===== src/rtl/dlfloat_cmp_stream_if.sv =====
`default_nettype none
// +--------------------------------------------------------------------------+
// | dlfloat_cmp_stream_if : operand/result stream bundle for the DLfloat      |
// | compare/select unit. Revision: 1.0                                        |
// +--------------------------------------------------------------------------+
interface dlfloat_cmp_stream_if #(
  parameter int EXP_W = 6,
  parameter int MAN_W = 9,
  parameter int CNT_W = 8
);
  localparam int W = 1 + EXP_W + MAN_W;

  logic             in_valid;
  logic             in_ready;
  logic [W-1:0]     a1;
  logic [W-1:0]     b1;
  logic [2:0]       sel;
  logic             in_last;
  logic             out_valid;
  logic             out_ready;
  logic [W-1:0]     c_out;
  logic [CNT_W-1:0] out_count;
  logic [4:0]       exceptions;

  // master feeds operands and consumes results; slave is the compare unit
  modport master (
    output in_valid, a1, b1, sel, in_last, out_ready,
    input  in_ready, out_valid, c_out, out_count, exceptions
  );

  modport slave (
    input  in_valid, a1, b1, sel, in_last, out_ready,
    output in_ready, out_valid, c_out, out_count, exceptions
  );
endinterface
`default_nettype wire


===== src/rtl/dlfloat_cmp_stream.sv =====
`default_nettype none
// +--------------------------------------------------------------------------+
// | dlfloat_cmp_stream : handshaked DLfloat compare/select with streaming     |
// | MIN/MAX reductions over in_last-delimited packets. Revision: 1.0          |
// +--------------------------------------------------------------------------+
module dlfloat_cmp_stream #(
  parameter int EXP_W = 6,
  parameter int MAN_W = 9,
  parameter int CNT_W = 8
) (
  input  logic                 clk,
  input  logic                 rst_n,
  dlfloat_cmp_stream_if.slave  bus
);
  localparam int W = 1 + EXP_W + MAN_W;

  localparam logic [2:0] C_OP_MIN  = 3'b001;
  localparam logic [2:0] C_OP_MAX  = 3'b010;
  localparam logic [2:0] C_OP_EQ   = 3'b011;
  localparam logic [2:0] C_OP_LT   = 3'b100;
  localparam logic [2:0] C_OP_LE   = 3'b101;

  localparam logic [W-1:0]     C_NAN     = {1'b0, {(W-1){1'b1}}};
  localparam logic [W-1:0]     C_ONES    = {W{1'b1}};
  localparam logic [CNT_W-1:0] C_CNT_ONE = {{(CNT_W-1){1'b0}}, 1'b1};
  localparam logic [CNT_W-1:0] C_CNT_MAX = {CNT_W{1'b1}};

  typedef enum logic [0:0] {
    ST_IDLE = 1'b0,
    ST_ACC  = 1'b1
  } state_t;

  // NaN is the single all-ones exponent/mantissa code, either sign
  function automatic logic f_is_nan(input logic [W-1:0] x);
    return &x[W-2:0];
  endfunction

  function automatic logic f_is_zero(input logic [W-1:0] x);
    return ~|x[W-2:0];
  endfunction

  function automatic logic f_lt(input logic [W-1:0] x, input logic [W-1:0] y);
    logic r;
    if (f_is_zero(x) && f_is_zero(y))
      r = 1'b0;
    else if (x[W-1] != y[W-1])
      r = x[W-1];
    else if (x[W-1])
      r = (x[W-2:0] > y[W-2:0]);
    else
      r = (x[W-2:0] < y[W-2:0]);
    return r;
  endfunction

  function automatic logic f_eq(input logic [W-1:0] x, input logic [W-1:0] y);
    return (x == y) || (f_is_zero(x) && f_is_zero(y));
  endfunction

  // Ties keep x; a +0/-0 pair resolves by sign so MIN yields -0 and MAX +0
  function automatic logic [W-1:0] f_pick(input logic is_max,
                                          input logic [W-1:0] x,
                                          input logic [W-1:0] y);
    logic [W-1:0] r;
    if (f_is_zero(x) && f_is_zero(y))
      r = {(is_max ? (x[W-1] & y[W-1]) : (x[W-1] | y[W-1])), {(W-1){1'b0}}};
    else if (is_max)
      r = f_lt(x, y) ? y : x;
    else
      r = f_lt(y, x) ? y : x;
    return r;
  endfunction

  logic             w_in_ready;
  logic             w_accept;
  logic             w_is_red;
  logic             w_beat_nan;
  logic [W-1:0]     w_elem_res;
  logic             w_elem_inv;
  logic             w_red_max;
  logic [W-1:0]     w_pair;
  logic [W-1:0]     w_fold;
  logic [CNT_W-1:0] w_red_cnt;
  logic             w_red_sticky;

  state_t           r_state;
  state_t           w_state_nxt;
  logic [W-1:0]     r_acc;
  logic [W-1:0]     w_acc_nxt;
  logic [CNT_W-1:0] r_cnt;
  logic [CNT_W-1:0] w_cnt_nxt;
  logic             r_sticky;
  logic             w_sticky_nxt;
  logic             r_op_max;
  logic             w_op_max_nxt;

  logic             w_emit;
  logic [W-1:0]     w_res;
  logic [CNT_W-1:0] w_res_cnt;
  logic             w_res_inv;

  logic             r_out_valid;
  logic [W-1:0]     r_c_out;
  logic [CNT_W-1:0] r_out_count;
  logic             r_invalid;

  assign w_in_ready = !r_out_valid || bus.out_ready;
  assign w_accept   = bus.in_valid && w_in_ready;
  assign w_is_red   = bus.sel[2] & bus.sel[1];
  assign w_beat_nan = f_is_nan(bus.a1) | f_is_nan(bus.b1);

  always_comb begin
    w_elem_res = '0;
    w_elem_inv = 1'b0;
    case (bus.sel)
      C_OP_MIN, C_OP_MAX: begin
        w_elem_inv = w_beat_nan;
        w_elem_res = w_beat_nan ? C_NAN
                                : f_pick(bus.sel == C_OP_MAX, bus.a1, bus.b1);
      end
      C_OP_EQ: begin
        w_elem_inv = w_beat_nan;
        w_elem_res = (!w_beat_nan && f_eq(bus.a1, bus.b1)) ? C_ONES : '0;
      end
      C_OP_LT: begin
        w_elem_inv = w_beat_nan;
        w_elem_res = (!w_beat_nan && f_lt(bus.a1, bus.b1)) ? C_ONES : '0;
      end
      C_OP_LE: begin
        w_elem_inv = w_beat_nan;
        w_elem_res = (!w_beat_nan && (f_lt(bus.a1, bus.b1) || f_eq(bus.a1, bus.b1)))
                     ? C_ONES : '0;
      end
      default: ;
    endcase
  end

  // Inside a packet the latched op wins over whichever reduce sel is presented
  assign w_red_max    = (r_state == ST_ACC) ? r_op_max : bus.sel[0];
  assign w_pair       = f_pick(w_red_max, bus.a1, bus.b1);
  assign w_fold       = (r_state == ST_ACC) ? f_pick(w_red_max, r_acc, w_pair) : w_pair;
  assign w_red_cnt    = (r_state == ST_IDLE)   ? C_CNT_ONE :
                        (r_cnt == C_CNT_MAX)   ? r_cnt     : r_cnt + C_CNT_ONE;
  assign w_red_sticky = w_beat_nan | ((r_state == ST_ACC) & r_sticky);

  always_comb begin
    w_state_nxt  = r_state;
    w_acc_nxt    = r_acc;
    w_cnt_nxt    = r_cnt;
    w_sticky_nxt = r_sticky;
    w_op_max_nxt = r_op_max;
    w_emit       = 1'b0;
    w_res        = w_elem_res;
    w_res_cnt    = C_CNT_ONE;
    w_res_inv    = w_elem_inv;
    if (w_accept) begin
      if (w_is_red) begin
        w_acc_nxt    = w_fold;
        w_cnt_nxt    = w_red_cnt;
        w_sticky_nxt = w_red_sticky;
        w_op_max_nxt = w_red_max;
        if (bus.in_last) begin
          w_emit      = 1'b1;
          w_res       = w_red_sticky ? C_NAN : w_fold;
          w_res_cnt   = w_red_cnt;
          w_res_inv   = w_red_sticky;
          w_state_nxt = ST_IDLE;
        end else begin
          w_state_nxt = ST_ACC;
        end
      end else begin
        w_emit = 1'b1;
      end
    end
  end

  always_ff @(posedge clk or negedge rst_n) begin
    if (!rst_n) begin
      r_state  <= ST_IDLE;
      r_acc    <= '0;
      r_cnt    <= '0;
      r_sticky <= 1'b0;
      r_op_max <= 1'b0;
    end else begin
      r_state  <= w_state_nxt;
      r_acc    <= w_acc_nxt;
      r_cnt    <= w_cnt_nxt;
      r_sticky <= w_sticky_nxt;
      r_op_max <= w_op_max_nxt;
    end
  end

  always_ff @(posedge clk or negedge rst_n) begin
    if (!rst_n) begin
      r_out_valid <= 1'b0;
      r_c_out     <= '0;
      r_out_count <= '0;
      r_invalid   <= 1'b0;
    end else if (w_emit) begin
      r_out_valid <= 1'b1;
      r_c_out     <= w_res;
      r_out_count <= w_res_cnt;
      r_invalid   <= w_res_inv;
    end else if (bus.out_ready) begin
      r_out_valid <= 1'b0;
    end
  end

  assign bus.in_ready   = w_in_ready;
  assign bus.out_valid  = r_out_valid;
  assign bus.c_out      = r_c_out;
  assign bus.out_count  = r_out_count;
  assign bus.exceptions = {r_invalid, 4'b0000};

endmodule
`default_nettype wire


===== src/flat_wrapper.sv =====
// flat-port wrapper written by rule: the top's interface ports become plain ports
module dlfloat_cmp_stream_flat 
#(
  parameter int EXP_W = 6,
  parameter int MAN_W = 9,
  parameter int CNT_W = 8
)
  (clk, rst_n, bus_in_valid, bus_a1, bus_b1, bus_sel, bus_in_last, bus_out_ready, bus_in_ready, bus_out_valid, bus_c_out, bus_out_count, bus_exceptions);
  dlfloat_cmp_stream_if #(.EXP_W(EXP_W), .MAN_W(MAN_W), .CNT_W(CNT_W)) bus_i ();
  input  logic clk;
  input  logic rst_n;
  input wire logic [$bits(bus_i.in_valid)-1:0] bus_in_valid;
  input wire logic [$bits(bus_i.a1)-1:0] bus_a1;
  input wire logic [$bits(bus_i.b1)-1:0] bus_b1;
  input wire logic [$bits(bus_i.sel)-1:0] bus_sel;
  input wire logic [$bits(bus_i.in_last)-1:0] bus_in_last;
  input wire logic [$bits(bus_i.out_ready)-1:0] bus_out_ready;
  output wire logic [$bits(bus_i.in_ready)-1:0] bus_in_ready;
  output wire logic [$bits(bus_i.out_valid)-1:0] bus_out_valid;
  output wire logic [$bits(bus_i.c_out)-1:0] bus_c_out;
  output wire logic [$bits(bus_i.out_count)-1:0] bus_out_count;
  output wire logic [$bits(bus_i.exceptions)-1:0] bus_exceptions;
  assign bus_i.in_valid = bus_in_valid;
  assign bus_i.a1 = bus_a1;
  assign bus_i.b1 = bus_b1;
  assign bus_i.sel = bus_sel;
  assign bus_i.in_last = bus_in_last;
  assign bus_i.out_ready = bus_out_ready;
  assign bus_in_ready = bus_i.in_ready;
  assign bus_out_valid = bus_i.out_valid;
  assign bus_c_out = bus_i.c_out;
  assign bus_out_count = bus_i.out_count;
  assign bus_exceptions = bus_i.exceptions;
  dlfloat_cmp_stream #(.EXP_W(EXP_W), .MAN_W(MAN_W), .CNT_W(CNT_W)) u_core (.clk(clk), .rst_n(rst_n), .bus(bus_i));
endmodule

===== config.mk =====
export PLATFORM = sky130hd
export DESIGN_NAME = dlfloat_cmp_stream_flat
export DESIGN_NICKNAME = d
export VERILOG_FILES = /design/src/rtl/dlfloat_cmp_stream_if.sv /design/src/rtl/dlfloat_cmp_stream.sv /design/src/flat_wrapper.sv
export SDC_FILE = /design/constraint.sdc
export NUM_CORES = 1
export LEC_CHECK = 0
export BUFFER_PORTS_ARGS = -buffer_cell sky130_fd_sc_hd__clkbuf_2
export CAP_MARGIN = 10
export CELL_PAD_IN_SITES_DETAIL_PLACEMENT = 1
export CELL_PAD_IN_SITES_GLOBAL_PLACEMENT = 2
export CORE_MARGIN = 4
export CORE_UTILIZATION = 35
export CTS_CLUSTER_DIAMETER = 30
export DETAILED_ROUTE_END_ITERATION = 16
export GPL_TIMING_DRIVEN = 0
export PLACE_DENSITY = 0.79
export SLEW_MARGIN = 20
export SYNTH_ARGS = -nofsm -noshare
export SYNTH_HDL_FRONTEND = slang
export SYNTH_SLANG_ARGS = --single-unit
export TNS_END_PERCENT = 100

===== constraint.sdc =====
create_clock -name clk -period 11.8 [get_ports clk]
set_input_delay 1.77 -clock clk [delete_from_list [all_inputs] [get_ports clk]]
set_output_delay 1.77 -clock clk [all_outputs]
set_load 0.01 [all_outputs]

==> metrics.cfg <==
[status]
status = completed

[timing]
slew_headroom = 0.480
fmax_mhz = 145
setup_viol = 0
clock_skew_ps = 6.63
rsz0062_at_grt = no
slew_violations = 0
setup_ws_ps = 4880
finalCritPeriodShare = 0.586
worst_pin_slew_ps = 772
finalHoldViolCount = 0
holdWs_ps = 492
tns_ps = 0
post-route-min-period_ps = 6920

[worst_setup_path]
slowest_stage = mux2i_1
path_cells = clkbuf_2 -> inv_1 -> ha_1 -> a21oi_1 -> a21oi_1 -> o31ai_2 -> a31o_2 -> nand3_4 -> mux2i_4 -> buf_12 -> mux2i_1 -> ha_1 -> and3_1 -> a22oi_1 -> a21oi_1 -> a2111oi_2 -> mux2i_1 -> nor2_2 -> nor2_1 -> buf_2 -> a211o_1 -> nand3_1
cpMostUsedCell = a21oi_1
crit_arrival_ps = 7100
startpoint_type = input port
cp.required_ps = 11980
path_delay_family = compound AO/OA/AOI/OAI gates
critPathBufInv = 4
path_class = in -> reg
cp_max_fo = 10
crit_path_max_incr_delay_ps = 570
worst_setup_path_end_kind = flop

[die]
num_rows = 40
chipHeight_um = 120
die_w_um = 120
start_util = 0.361
die-area_sq_um = 14400
io_pins = 71
coreArea_sq_um = 12100

[place]
dp.final_hpwl_um = 11800
port_buffers = 63
dpl-instance-area_sq_um = 4940
place_ws_ps = 4640
gp_congestion = 0.847

[power_and_ir_drop]
switching_share = 0.423
p_seq_frac = 0.344
switching_power_mw = 0.349
pwr-share-clk = 0.208
ir_worst_vdd_v = 0.0000776
totalPowerFinal_mw = 0.825
power_density_nw_per_um2 = 162
internal_power_mw = 0.476
power.leakage_nw = 2.30
p_comb_frac = 0.448

[cts]
cts_resized = 0
cts_setup_buffers = 0
path_clk_slew_ps = 80
h-tree-depth = 2
postCtsHoldBufs = 0
clock-sinks = 53
clockBufferDepth = 2
cts_tree = yes
cts_made_buffers = 5
cts_root_buf = clkbuf_16
clock_latency_ps = 300

[final_layout]
fillers = 1472
fin_nets = 657
antennaDiodeCount = 0
drive_above_1_share = 0.172
area_growth_pct = 16.6
design_area_sq_um = 5100

[logic_synthesis]
syn_area_per_cell_sq_um = 8.65
synth_area_sq_um = 4380
synth_edf_count = 0
ys_ff_latch = 53
synth_area_leaders = dfrtp_1 30%, ha_1 11%, mux2i_1 7.5%
synthArstFlopShare = 1.00
synth_common_cells = 54 x nor2_1, 53 x dfrtp_1, 37 x ha_1, 33 x mux2i_1
yosysUniqueCellTypes = 53
netlist.area_leader.share = 0.303
synthFlopType = dfrtp_1
yosysMostFrequentCell = nor2_1
synth-seq-area-share = 0.303
ys_warn_count = 0
synth_area_leader_cell = dfrtp_1
syn-instance-count = 506

[job]
maxCapViolations = 0

[grt]
grt_overflow_total = 0
grtUsageTotal = 0.207
first_global_vias = 4516
grt_max_degree = 30
grt_antenna_before_repair = 0
grt_pass1_wl_um = 24000

[drt]
via_count = 4298
ant_nets = 0
wl_per_cell_um = 19.8
drcViolationCount = 0
first_pass_iters = 4
drt_iter0_markers = 184
viasPerCell = 5.74
totalWireLength_um = 14800

[worst_hold_path]
min-delay-path-class = reg -> reg

## flip-flops by register name (all words and copies together) (netlist names)
register,count
u_core.bus.c_out,16
u_core.r_acc,16
u_core.bus.out_count,8
u_core.r_cnt,8
u_core.bus.out_valid,1
u_core.r_invalid,1
u_core.r_op_max,1
u_core.r_state,1
u_core.r_sticky,1
## power groups by stage
stage / logic [mW] / clock network (mW) / registers [mW]
after floorplan: 0.252 / 0 / 0.274
after global placement: 0.357 / 0 / 0.285
after detailed placement: 0.369 / 0 / 0.286
after CTS: 0.372 / 0.175 / 0.283
after global routing: 0.416 / 0.181 / 0.292
final: 0.370 / 0.172 / 0.284
## worst reg2reg max path, stage by stage, from the launching register on
cell	delay (ps)
dfrtp_1	330
clkbuf_1	280
mux2_2	460
mux2i_4	370
buf_12	200
mux2i_1	460
ha_1	340
and3_1	180
a22oi_1	180
a21oi_1	110
a2111oi_2	360
mux2i_1	570
nor2_2	120
nor2_1	340
buf_2	310
a211o_1	190
nand3_1	80
## layout by cell type, fill, tap and decap left out, types with 4 or more instances in the layout
| cell | count |
|---|---|
| clkbuf_2 | 62 |
| nor2_1 | 54 |
| dfrtp_1 | 53 |
| ha_1 | 37 |
| mux2i_1 | 33 |
| nand3_1 | 31 |
| o21ai_0 | 31 |
| nand2_1 | 30 |
| nor4_1 | 27 |
| a21oi_1 | 27 |
| inv_1 | 25 |
| clkbuf_1 | 20 |
| nand4_1 | 17 |
| a211o_1 | 16 |
| a2111o_1 | 13 |
| nor3_1 | 9 |
| a21o_1 | 8 |
| buf_4 | 6 |
| a22o_1 | 6 |
| or2_2 | 5 |
| clkbuf_16 | 5 |
| nand2b_1 | 4 |
| and3_1 | 4 |
| conb_1 | 4 |
## cell type report
class | count | area (sq um) | share of cell area
multi-input cells | 402 | 2820 | 0.552
flip-flops and latches | 53 | 1330 | 0.260
repair buffers | 64 | 338 | 0.0662
well taps | 168 | 210 | 0.0412
plain buffers | 29 | 151 | 0.0297
clock buffers | 6 | 129 | 0.0253
inverters | 25 | 93.8 | 0.0184
clock inverters | 2 | 38.8 | 0.00760
## metrics by stage
step,std cells,util
2_1_floorplan,509,-
3_3_place_gp,740,0.406
3_5_place_dp,741,0.408
4_1_cts,749,0.421
5_1_grt,749,0.421
6_report,749,0.421
## path summary, 6_finish.rpt
check | from | to | cells past startpoint | slack (ps)
max reg2reg | u_core.r_state$_DFFE_PN0P_ | u_core.bus.c_out[14]$_DFFE_PN0P_ | 16 | 6820
min in group asynchronous | rst_n | u_core.r_acc[10]$_DFFE_PN0P_ | 1 | 1430
max | bus_b1[2] | u_core.bus.c_out[14]$_DFFE_PN0P_ | 22 | 4880
min | u_core.bus.out_count[6]$_DFFE_PN0P_ | u_core.bus.out_count[6]$_DFFE_PN0P_ | 2 | 490
max in group asynchronous | rst_n | u_core.bus.c_out[6]$_DFFE_PN0P_ | 2 | 9880
min reg2reg | u_core.bus.out_count[6]$_DFFE_PN0P_ | u_core.bus.out_count[6]$_DFFE_PN0P_ | 2 | 490
## per-layer routing
| metal | global-route usage | wire length [um] | part of all wire | vias up |
|---|---|---|---|---|
| li1 | - | - | - | 2057 |
| met1 | 0.272 | 6840 | 0.46 | 2135 |
| met2 | 0.358 | 7080 | 0.48 | 89 |
| met3 | 0.0297 | 576 | 0.039 | 17 |
| met4 | 0.0558 | 327 | 0.022 | 0 |
| met5 | 0 | 0 | 0 | - |
## cell families (layout without fill, tap and decap cells)
| kind of cell | after synthesis | after routing | synth area share |
|---|---|---|---|
| other | 1 | 4 | 0.000857 |
| AO/OA/AOI/OAI | 130 | 130 | 0.216 |
| flip-flops | 53 | 53 | 0.303 |
| AND/OR/NAND/NOR | 190 | 190 | 0.216 |
| adder cells (fa/ha/maj) | 37 | 37 | 0.106 |
| multiplexers | 38 | 38 | 0.0961 |
| buffers and inverters | 54 | 126 | 0.0560 |
| XOR/XNOR | 3 | 3 | 0.00600 |
Power figures use the tool's default switching activity.
